## src/rtl/ir_carrier_gen.sv

```systemverilog
// ir_carrier_gen: multi-channel programmable IR carrier generator.
// Each channel runs a period/high counter. The period and high values are
// shadowed and are only picked up at a period boundary or at start.
// All outputs are registered: each flop takes the value that the next
// state/counter will produce, so the outputs are aligned with the counter.
// Optional build macro: IR_CARRIER_DRAIN_EN. When it is defined, dropping en
// lets the current period finish; when it is undefined, the channel stops at once.

module ir_carrier_ch #(
  parameter int W              = 16,
  parameter int DEFAULT_PERIOD = 1316,
  parameter int DEFAULT_HIGH   = 439
) (
  input  logic         clk,
  input  logic         reset,
  input  logic         cfg_we,
  input  logic [W-1:0] cfg_period,
  input  logic [W-1:0] cfg_high,
  input  logic         en,
  output logic         carrier_out,
  output logic         period_tick,
  output logic         busy
);

`ifdef IR_CARRIER_DRAIN_EN
  typedef enum logic [1:0] {IDLE, RUN, DRAIN} state_t;
`else
  typedef enum logic [1:0] {IDLE, RUN} state_t;
`endif

  localparam logic [W-1:0] ONE   = W'(1);
  localparam logic [W-1:0] TWO   = W'(2);
  localparam logic [W-1:0] DEF_P = W'(DEFAULT_PERIOD);
  localparam logic [W-1:0] DEF_H = W'(DEFAULT_HIGH);

  state_t       state, nxt_state;
  logic [W-1:0] sh_per, sh_high, act_per, act_high, cnt;
  logic [W-1:0] nxt_per, nxt_high, nxt_cnt;
  logic [W-1:0] nxt_p_eff, nxt_h_eff;
  logic         wrap;

  // Periods below 2 cannot toggle, so they are clamped to 2.
  function automatic logic [W-1:0] eff_p(input logic [W-1:0] p);
    return (p < TWO) ? TWO : p;
  endfunction

  assign wrap = (cnt == eff_p(act_per) - ONE);

  // Shadow config: the last write wins until the next boundary consumes it.
  always_ff @(posedge clk or negedge reset) begin
    if (!reset) begin
      sh_per  <= DEF_P;
      sh_high <= DEF_H;
    end else if (cfg_we) begin
      sh_per  <= cfg_period;
      sh_high <= cfg_high;
    end
  end

  // Next-state, counter and active-config selection.
  always_comb begin
    nxt_state = state;
    nxt_cnt   = cnt;
    nxt_per   = act_per;
    nxt_high  = act_high;
    case (state)
      IDLE: begin
        if (en) begin
          nxt_state = RUN;
          nxt_cnt   = '0;
          nxt_per   = sh_per;
          nxt_high  = sh_high;
        end
      end
      RUN: begin
        if (!en) begin
`ifdef IR_CARRIER_DRAIN_EN
          // A stop on the final cycle of a period ends the period cleanly.
          if (wrap) begin
            nxt_state = IDLE;
            nxt_cnt   = '0;
          end else begin
            nxt_state = DRAIN;
            nxt_cnt   = cnt + ONE;
          end
`else
          nxt_state = IDLE;
          nxt_cnt   = '0;
`endif
        end else if (wrap) begin
          nxt_cnt  = '0;
          nxt_per  = sh_per;
          nxt_high = sh_high;
        end else begin
          nxt_cnt = cnt + ONE;
        end
      end
`ifdef IR_CARRIER_DRAIN_EN
      DRAIN: begin
        if (wrap) begin
          nxt_state = en ? RUN : IDLE;
          nxt_cnt   = '0;
          nxt_per   = sh_per;
          nxt_high  = sh_high;
        end else begin
          nxt_cnt = cnt + ONE;
          if (en) nxt_state = RUN;
        end
      end
`endif
      default: begin
        nxt_state = IDLE;
        nxt_cnt   = '0;
      end
    endcase
  end

  // Effective period and high time of the upcoming cycle; used to register the outputs.
  always_comb begin
    nxt_p_eff = eff_p(nxt_per);
    nxt_h_eff = (nxt_high > nxt_p_eff) ? nxt_p_eff : nxt_high;
  end

  // State, counter, active config and registered outputs.
  always_ff @(posedge clk or negedge reset) begin
    if (!reset) begin
      state       <= IDLE;
      cnt         <= '0;
      act_per     <= DEF_P;
      act_high    <= DEF_H;
      carrier_out <= 1'b0;
      period_tick <= 1'b0;
      busy        <= 1'b0;
    end else begin
      state       <= nxt_state;
      cnt         <= nxt_cnt;
      act_per     <= nxt_per;
      act_high    <= nxt_high;
      carrier_out <= (nxt_state != IDLE) && (nxt_cnt < nxt_h_eff);
      period_tick <= (nxt_state != IDLE) && (nxt_cnt == nxt_p_eff - ONE);
      busy        <= (nxt_state != IDLE);
    end
  end

endmodule

module ir_carrier_gen #(
  parameter int CHANNELS       = 2,
  parameter int W              = 16,
  parameter int DEFAULT_PERIOD = 1316,
  parameter int DEFAULT_HIGH   = 439,
  parameter int CW             = (CHANNELS > 1) ? $clog2(CHANNELS) : 1
) (
  input  logic                clk,
  input  logic                reset,
  input  logic                cfg_we,
  input  logic [CW-1:0]       cfg_ch,
  input  logic [W-1:0]        cfg_period,
  input  logic [W-1:0]        cfg_high,
  input  logic [CHANNELS-1:0] en,
  output logic [CHANNELS-1:0] carrier_out,
  output logic [CHANNELS-1:0] period_tick,
  output logic [CHANNELS-1:0] busy
);

  // One channel instance per lane. An out-of-range cfg_ch matches no lane.
  for (genvar i = 0; i < CHANNELS; i++) begin : g_ch
    logic ch_we;
    assign ch_we = cfg_we && (int'(cfg_ch) == i);

    ir_carrier_ch #(
      .W              (W),
      .DEFAULT_PERIOD (DEFAULT_PERIOD),
      .DEFAULT_HIGH   (DEFAULT_HIGH)
    ) u_ch (
      .clk         (clk),
      .reset       (reset),
      .cfg_we      (ch_we),
      .cfg_period  (cfg_period),
      .cfg_high    (cfg_high),
      .en          (en[i]),
      .carrier_out (carrier_out[i]),
      .period_tick (period_tick[i]),
      .busy        (busy[i])
    );
  end

endmodule

```

## config.mk

```make
export PLATFORM = sky130hd
export DESIGN_NAME = ir_carrier_gen
export DESIGN_NICKNAME = d
export VERILOG_FILES = /design/src/rtl/ir_carrier_gen.sv
export SDC_FILE = /design/constraint.sdc
export NUM_CORES = 1
export LEC_CHECK = 0
export CORE_AREA = 2 2 127 178
export CTS_BUF_LIST = sky130_fd_sc_hd__clkbuf_16
export CTS_CLUSTER_DIAMETER = 50
export DETAILED_ROUTE_END_ITERATION = 8
export DIE_AREA = 0 0 129 180
export GPL_TIMING_DRIVEN = 1
export PLACE_DENSITY = 0.72
export SLEW_MARGIN = 30
export SYNTH_ARGS = -nofsm -noshare
export SYNTH_HDL_FRONTEND = slang
export SYNTH_SLANG_ARGS = --single-unit
```

## constraint.sdc

```tcl
create_clock -name clk -period 13.6 [get_ports clk]
set_input_delay 1.36 -clock clk [delete_from_list [all_inputs] [get_ports clk]]
set_output_delay 1.36 -clock clk [all_outputs]
set_load 0.03 [all_outputs]
```

==> results.toml, run 1 <==
[hold_path]
hold_class = "reg2reg"
hold_path_depth = 1

[synth]
synth_area_per_cell_sq_um = 9.85
ys.flop_type = "dfrtp_1"
ys_ff_latch = 170
yosysWarnings = 0
synth-edff-count = 0
postSynthCellCount = 1191
synthesis.area_sq_um = 11700
synth_top_area_share_pct = 26.9
yosysTopAreaCell = "dfrtp_1"
synth_area_leaders = "dfrtp_1 (27%), dfstp_2 (9.9%), mux2_2 (9.6%), ha_1 (7.2%), mux2i_1 (4.3%)"
synth_cell_types = 91
seq_area_frac_synth_pct = 36.7
synthArstFlopShare_pct = 100

[cts]
cts_tree = "done"
path_clk_slew_ns = 0.07
cts_setup_buffers = 0
postCtsResizedCells = 0
root_buffer = "clkbuf_16"
ctsHtreeMaxLevel = 4
numCtsBuffers = 17
cts_buffer_depth = 2
clock-sinks = 170
cts_hold_buffers = 0
clock_latency_ns = 0.43

[final_layout]
stdcell_count = 1515
n_antenna_cell = 0
area_delta_synth_final_pct = 10.3
num-nets-final = 1311
layout_commonest_cell = "dfrtp_1"
drive_gt1_share_pct = 18.5
final_cell_mix = "dfrtp_1 (126), mux2_2 (100), nand2_1 (76), ha_1 (68), o21ai_0 (62)"

[status]
outcome = "finished clean"

[floorplanning]
boundaryPins = 44
die_h_um = 180
initial_core_util_pct = 54.1
die-width_um = 129
fp.coreArea_sq_um = 21700
die_area_sq_um = 23200
fp-row-count = 64

[drt]
drtIter0Drc = 536
highest_layer = "met4"
routed_wl_mm = 32.4
met1Wirelength_mm = 12.4
met2_length_mm = 16.7
drcViolationCount = 0
wl_per_cell_um = 21.4
num_vias = 9405
met3_length_mm = 1.00
viasPerCell = 6.21
drtPass1Iterations = 5
drtAntennaViolNets = 0

[setup_path]
cpPeakStageDelay_ns = 0.86
crit_arrival_ns = 8.72
cpMaxStageDelayCell = "a31o_2"
worstSetupPathType = "reg2reg"
cp-end-kind = "register"
r2r_cells = 34
cp_max_fo = 31
worst_setup_path_start_kind = "register"
worstPathRequired_ns = 13.96

[place]
place_congestion = 0.981
dp_cells = 1483
dp_hpwl_mm = 25.4
port_buffers = 43

[timing]
hold_viol_final = 0
hold_ws_ns = 0.504
tightest_slew_ns = 0.948
max_slew_margin_pct = 36.1
setup_viol = 0
setup_tns_ns = 0
drv_slew = 0
timing.final.crit_share_pct = 61.5
max_freq_mhz = 120
period_minus_slack_ns = 8.36
fin_worst_skew_ns = 0.00892
rsz0062_at_grt = "no"

[power_and_ir_drop]
p_seq_share_pct = 37.7
internal_power_w = 0.00117
power_leakage_nw = 5.71
swShare_pct = 37.6
power_frac_comb_pct = 36.1
irDropWorstVdd_v = 0.0000724
power_switching_w = 0.000706
power_density_nw_per_um2 = 145
power.share.clock_pct = 26.2

[global_routing]
grt_pass1_vias = 9809
grt_pass1_wl_mm = 52.3
antenna_found_initial = 0
grt_max_degree = 99
gr-total-overflow = 0
track_usage_pct = 29.0

[flow_run]
max_cap_violations = 0
==> layout make-up <==
class	instances	area, sq um
tap	297	372
sequential	170	4310
timing repair buffer	52	505
multi-input combinational	908	6960
clock inverter	15	168
clock buffer	17	425
fill	1858	8750
inverter	56	210
==> path summary, 6_finish.rpt <==
| kind | startpoint | to | slack (ns) |
|---|---|---|---|
| setup / recovery | g_ch[1].u_ch.act_per[4] | g_ch[1].u_ch.carrier_out | 5.24 |
| hold / removal | g_ch[1].u_ch.sh_high[15] | g_ch[1].u_ch.sh_high[15] | 0.50 |
| setup reg to reg | g_ch[1].u_ch.act_per[4] | g_ch[1].u_ch.carrier_out | 5.24 |
| hold reg to reg | g_ch[1].u_ch.sh_high[15] | g_ch[1].u_ch.sh_high[15] | 0.50 |
| max in group asynchronous | reset | g_ch[0].u_ch.sh_high[3] | 11.41 |
| min in group asynchronous | reset | g_ch[0].u_ch.act_high[9] | 1.02 |
==> synth_stat cells, types with 16 or more instances <==
| master | instances |
|---|---|
| inv_1 | 54 |
| nor3_1 | 32 |
| nand2_1 | 76 |
| and3_1 | 23 |
| nand4_1 | 24 |
| a21oi_1 | 46 |
| dfstp_2 | 44 |
| nand2b_1 | 22 |
| nand3_1 | 32 |
| o21ai_0 | 62 |
| clkbuf_1 | 22 |
| nor2_1 | 55 |
| dfrtp_1 | 126 |
| xnor2_1 | 47 |
| mux2i_1 | 51 |
| mux2_2 | 100 |
| xor2_1 | 30 |
| a21o_1 | 28 |
| ha_1 | 68 |
| nor4_1 | 16 |
==> through the flow <==
step	setup slack [ns]	instance area, sq um	power (W)	util (%)
3_5_place_dp	5.44	12300	0.00138	56.9
4_1_cts	5.32	12900	0.00188	59.6
6_report	5.24	12900	0.00188	59.7
2_1_floorplan	6.28	11700	0.00119	-
3_3_place_gp	5.42	12300	0.00136	56.8
5_1_grt	4.60	12900	0.00200	59.7
==> routing by layer <==
metal	up-vias	global-route usage (%)
met5	-	0
met4	0	18.7
met2	285	50.4
li1	4416	-
met1	4600	33.0
met3	104	3.57
==> worst max-delay path, delay by kind of cell (launching register included) <==
kind / cells / cell delay (ns)
fa+ha+maj: 3 / 0.87
flops: 1 / 0.56
compound gates: 20 / 4.06
mux: 1 / 0.45
simple gates: 10 / 2.33
==> power groups by stage <==
stage / Clock [W] / Combinational (W) / Sequential (W)
floorplan: 0 / 0.000532 / 0.000653
global placement: 0 / 0.000651 / 0.000709
detailed placement: 0 / 0.000669 / 0.000712
CTS: 0.000501 / 0.000674 / 0.000704
global route: 0.000524 / 0.000754 / 0.000717
finish: 0.000492 / 0.000678 / 0.000707
==> sequential cells by signal, summed over array words and instances (netlist names) <==
| register | count |
|---|---|
| g_ch.u_ch.act_high | 32 |
| g_ch.u_ch.act_per | 32 |
| g_ch.u_ch.state | 4 |
| g_ch.u_ch.cnt | 32 |
| g_ch.u_ch.busy | 2 |
| g_ch.u_ch.sh_per | 32 |
| g_ch.u_ch.carrier_out | 2 |
| g_ch.u_ch.sh_high | 32 |
| g_ch.u_ch.period_tick | 2 |
==> cells by family (layout without fill, tap and decap cells) <==
| logic type | count (synthesis) | in the layout | share of synthesized area, % |
|---|---|---|---|
| other cells | 1 | 2 | 0.0320 |
| fa+ha+maj | 68 | 68 | 7.25 |
| compound gates | 248 | 248 | 14.6 |
| simple gates | 359 | 359 | 16.9 |
| flops | 170 | 170 | 36.7 |
| mux | 153 | 153 | 14.3 |
| buf+inv | 114 | 140 | 4.28 |
| xor+xnor | 78 | 78 | 5.94 |
(Power assumes the default switching activity.)
==> inputs of run 2 (changes only) <==
- PLACE_DENSITY: 0.72 -> 0.75
- clock period: 13.6 -> 7.4 ns (I/O delays scaled with it)
==> run 2 against run 1 <==
  * Core utilization up 2.2 points
  * Critical endpoint unchanged
  * First-iteration DRC count up 12%
  * Register-to-register slack worse by 4.9 ns
  * Routed wire length up 2.4%
  * Critical path type unchanged
  * Combinational power up 110%
  * Die area unchanged
  * Setup slack worse by 4.9 ns
  * Flip-flop and latch count unchanged
  * Maximum frequency up 19%
  * Largest cell class unchanged
  * Design area up 3.6%
==> results.toml, run 2 (synthesis results as in run 1) <==
[setup_path]
r2r_cells = 33
setup.worst_path.start = "g_ch[1].u_ch.act_per[13]"
crit_arrival_ns = 7.40
r2r_start = "g_ch[1].u_ch.act_per[13]"
r2r_setup_slack_ns = 0.37
cp-end-kind = "register"
worstPathRequired_ns = 7.76
cpPeakStageDelay_ns = 0.49
worst_setup_path_start_kind = "register"
cpMaxStageDelayCell = "or4b_4"
rr_endpoint = "g_ch[1].u_ch.carrier_out"
worstSetupPathType = "reg2reg"
cp_max_fo = 16

[cts]
root_buffer = "clkbuf_16"
path_clk_slew_ns = 0.07
clock-sinks = 170
cts_tree = "done"
clock_latency_ns = 0.44
ctsHtreeMaxLevel = 4
numCtsBuffers = 17
cts_hold_buffers = 0
cts_buffer_depth = 2

[place]
dp_hpwl_mm = 26.0
place_congestion = 0.998
dp_cells = 1526
port_buffers = 43

[floorplanning]
initial_core_util_pct = 54.1
fp-row-count = 64
boundaryPins = 44
die_area_sq_um = 23200
fp.coreArea_sq_um = 21700
die-width_um = 129
die_h_um = 180

[drt]
drtIter0Drc = 599
drcViolationCount = 0
routed_wl_mm = 33.1
num_vias = 9720
drtAntennaViolNets = 0
wl_per_cell_um = 21.1
drtPass1Iterations = 5
viasPerCell = 6.20

[final_layout]
final_core_util_pct = 61.8
final_cell_mix = "dfrtp_1 (124), mux2_2 (100), nand2_1 (76), ha_1 (67), o21ai_0 (60)"
n_antenna_cell = 0
area_delta_synth_final_pct = 14.3
layout_commonest_cell = "dfrtp_1"
stdcell_count = 1568
drive_gt1_share_pct = 22.7
num-nets-final = 1364

[global_routing]
grt_max_degree = 95
grt_pass1_vias = 9803
antenna_found_initial = 0
gr-total-overflow = 0
track_usage_pct = 29.2
grt_pass1_wl_mm = 52.3

[timing]
hold_viol_final = 0
setup_tns_ns = 0
drv_slew = 0
timing.final.crit_share_pct = 95.0
max_freq_mhz = 142
fin_worst_skew_ns = 0.0100
tightest_slew_ns = 0.853
period_minus_slack_ns = 7.03
max_slew_margin_pct = 42.6
setup_viol = 0

[status]
outcome = "finished clean"

[power_and_ir_drop]
power_density_nw_per_um2 = 267
irDropWorstVdd_v = 0.000160
power_leakage_nw = 5.98
finalPower_w = 0.00359

[hold_path]
hold_class = "in2async"

[flow_run]
max_cap_violations = 0
run 2: cell types whose count changed in the layout (fill, tap and decap cells not counted), sizes merged:
cell and change:
bufinv +1, clkinvlp -2, buf +54, clkinv +1
clkbuf -1
run 2: metrics by stage:
| step | area, sq um | setup WS [ns] | hold slack (ns) |
|---|---|---|---|
| 3_5_place_dp | 12700 | 0.256 | 0.495 |
| 6_report | 13400 | 0.367 | 0.385 |
| 5_1_grt | 13400 | -0.0162 | 0.476 |
| 4_1_cts | 13300 | 0.184 | 0.415 |
| 3_3_place_gp | 12700 | 0.400 | 0.490 |
| 2_1_floorplan | 11700 | 0.0842 | 0.444 |
run 2: worst max-delay path: cells and delay by family (launching register included):
kind	cells	cell delay (ns)
adders and majority gates	3	0.85
muxes	1	0.40
and+or+nand+nor	9	1.91
DFF	1	0.48
AOI/OAI and AO/OA	18	2.86
buffers and inverters	2	0.47
run 2: worst max path at each step:
stage | end | cells past startpoint | slack [ns]
after floorplan | g_ch[0].u_ch.carrier_out | 37 | 0.08
after global placement | g_ch[1].u_ch.carrier_out | 29 | 0.40
after detailed placement | g_ch[1].u_ch.carrier_out | 32 | 0.26
after CTS | g_ch[1].u_ch.carrier_out | 32 | 0.18
after global routing | g_ch[1].u_ch.carrier_out | 37 | -0.02
final | g_ch[1].u_ch.carrier_out | 33 | 0.37
run 2: power by group:
part / switching (W) / internal, W
logic: 0.000792 / 0.000611
registers: 0.000142 / 0.00111
clock network: 0.000396 / 0.000532
run 2: cell type report:
class / count / area [sq um]
Fill cell: 1801 / 8290
Multi-Input combinational cell: 908 / 7000
Sequential cell: 170 / 4310
Timing Repair Buffer: 105 / 921
Clock buffer: 17 / 425
Tap cell: 297 / 372
Inverter: 56 / 210
Clock inverter: 15 / 171
run 2: timing repair:
item,CTS,global route
setup endpoints to repair,0,1
gates resized for setup,0,20
setup buffers,0,10
run 2: layer usage:
metal | vias up | GRT usage (%) | wire [um]
li1 | 4520 | - | -
met1 | 4747 | 33.0 | 12300
met2 | 334 | 50.3 | 17000
met3 | 119 | 4.26 | 1430
met4 | 0 | 19.7 | 2420
met5 | - | 0 | 0
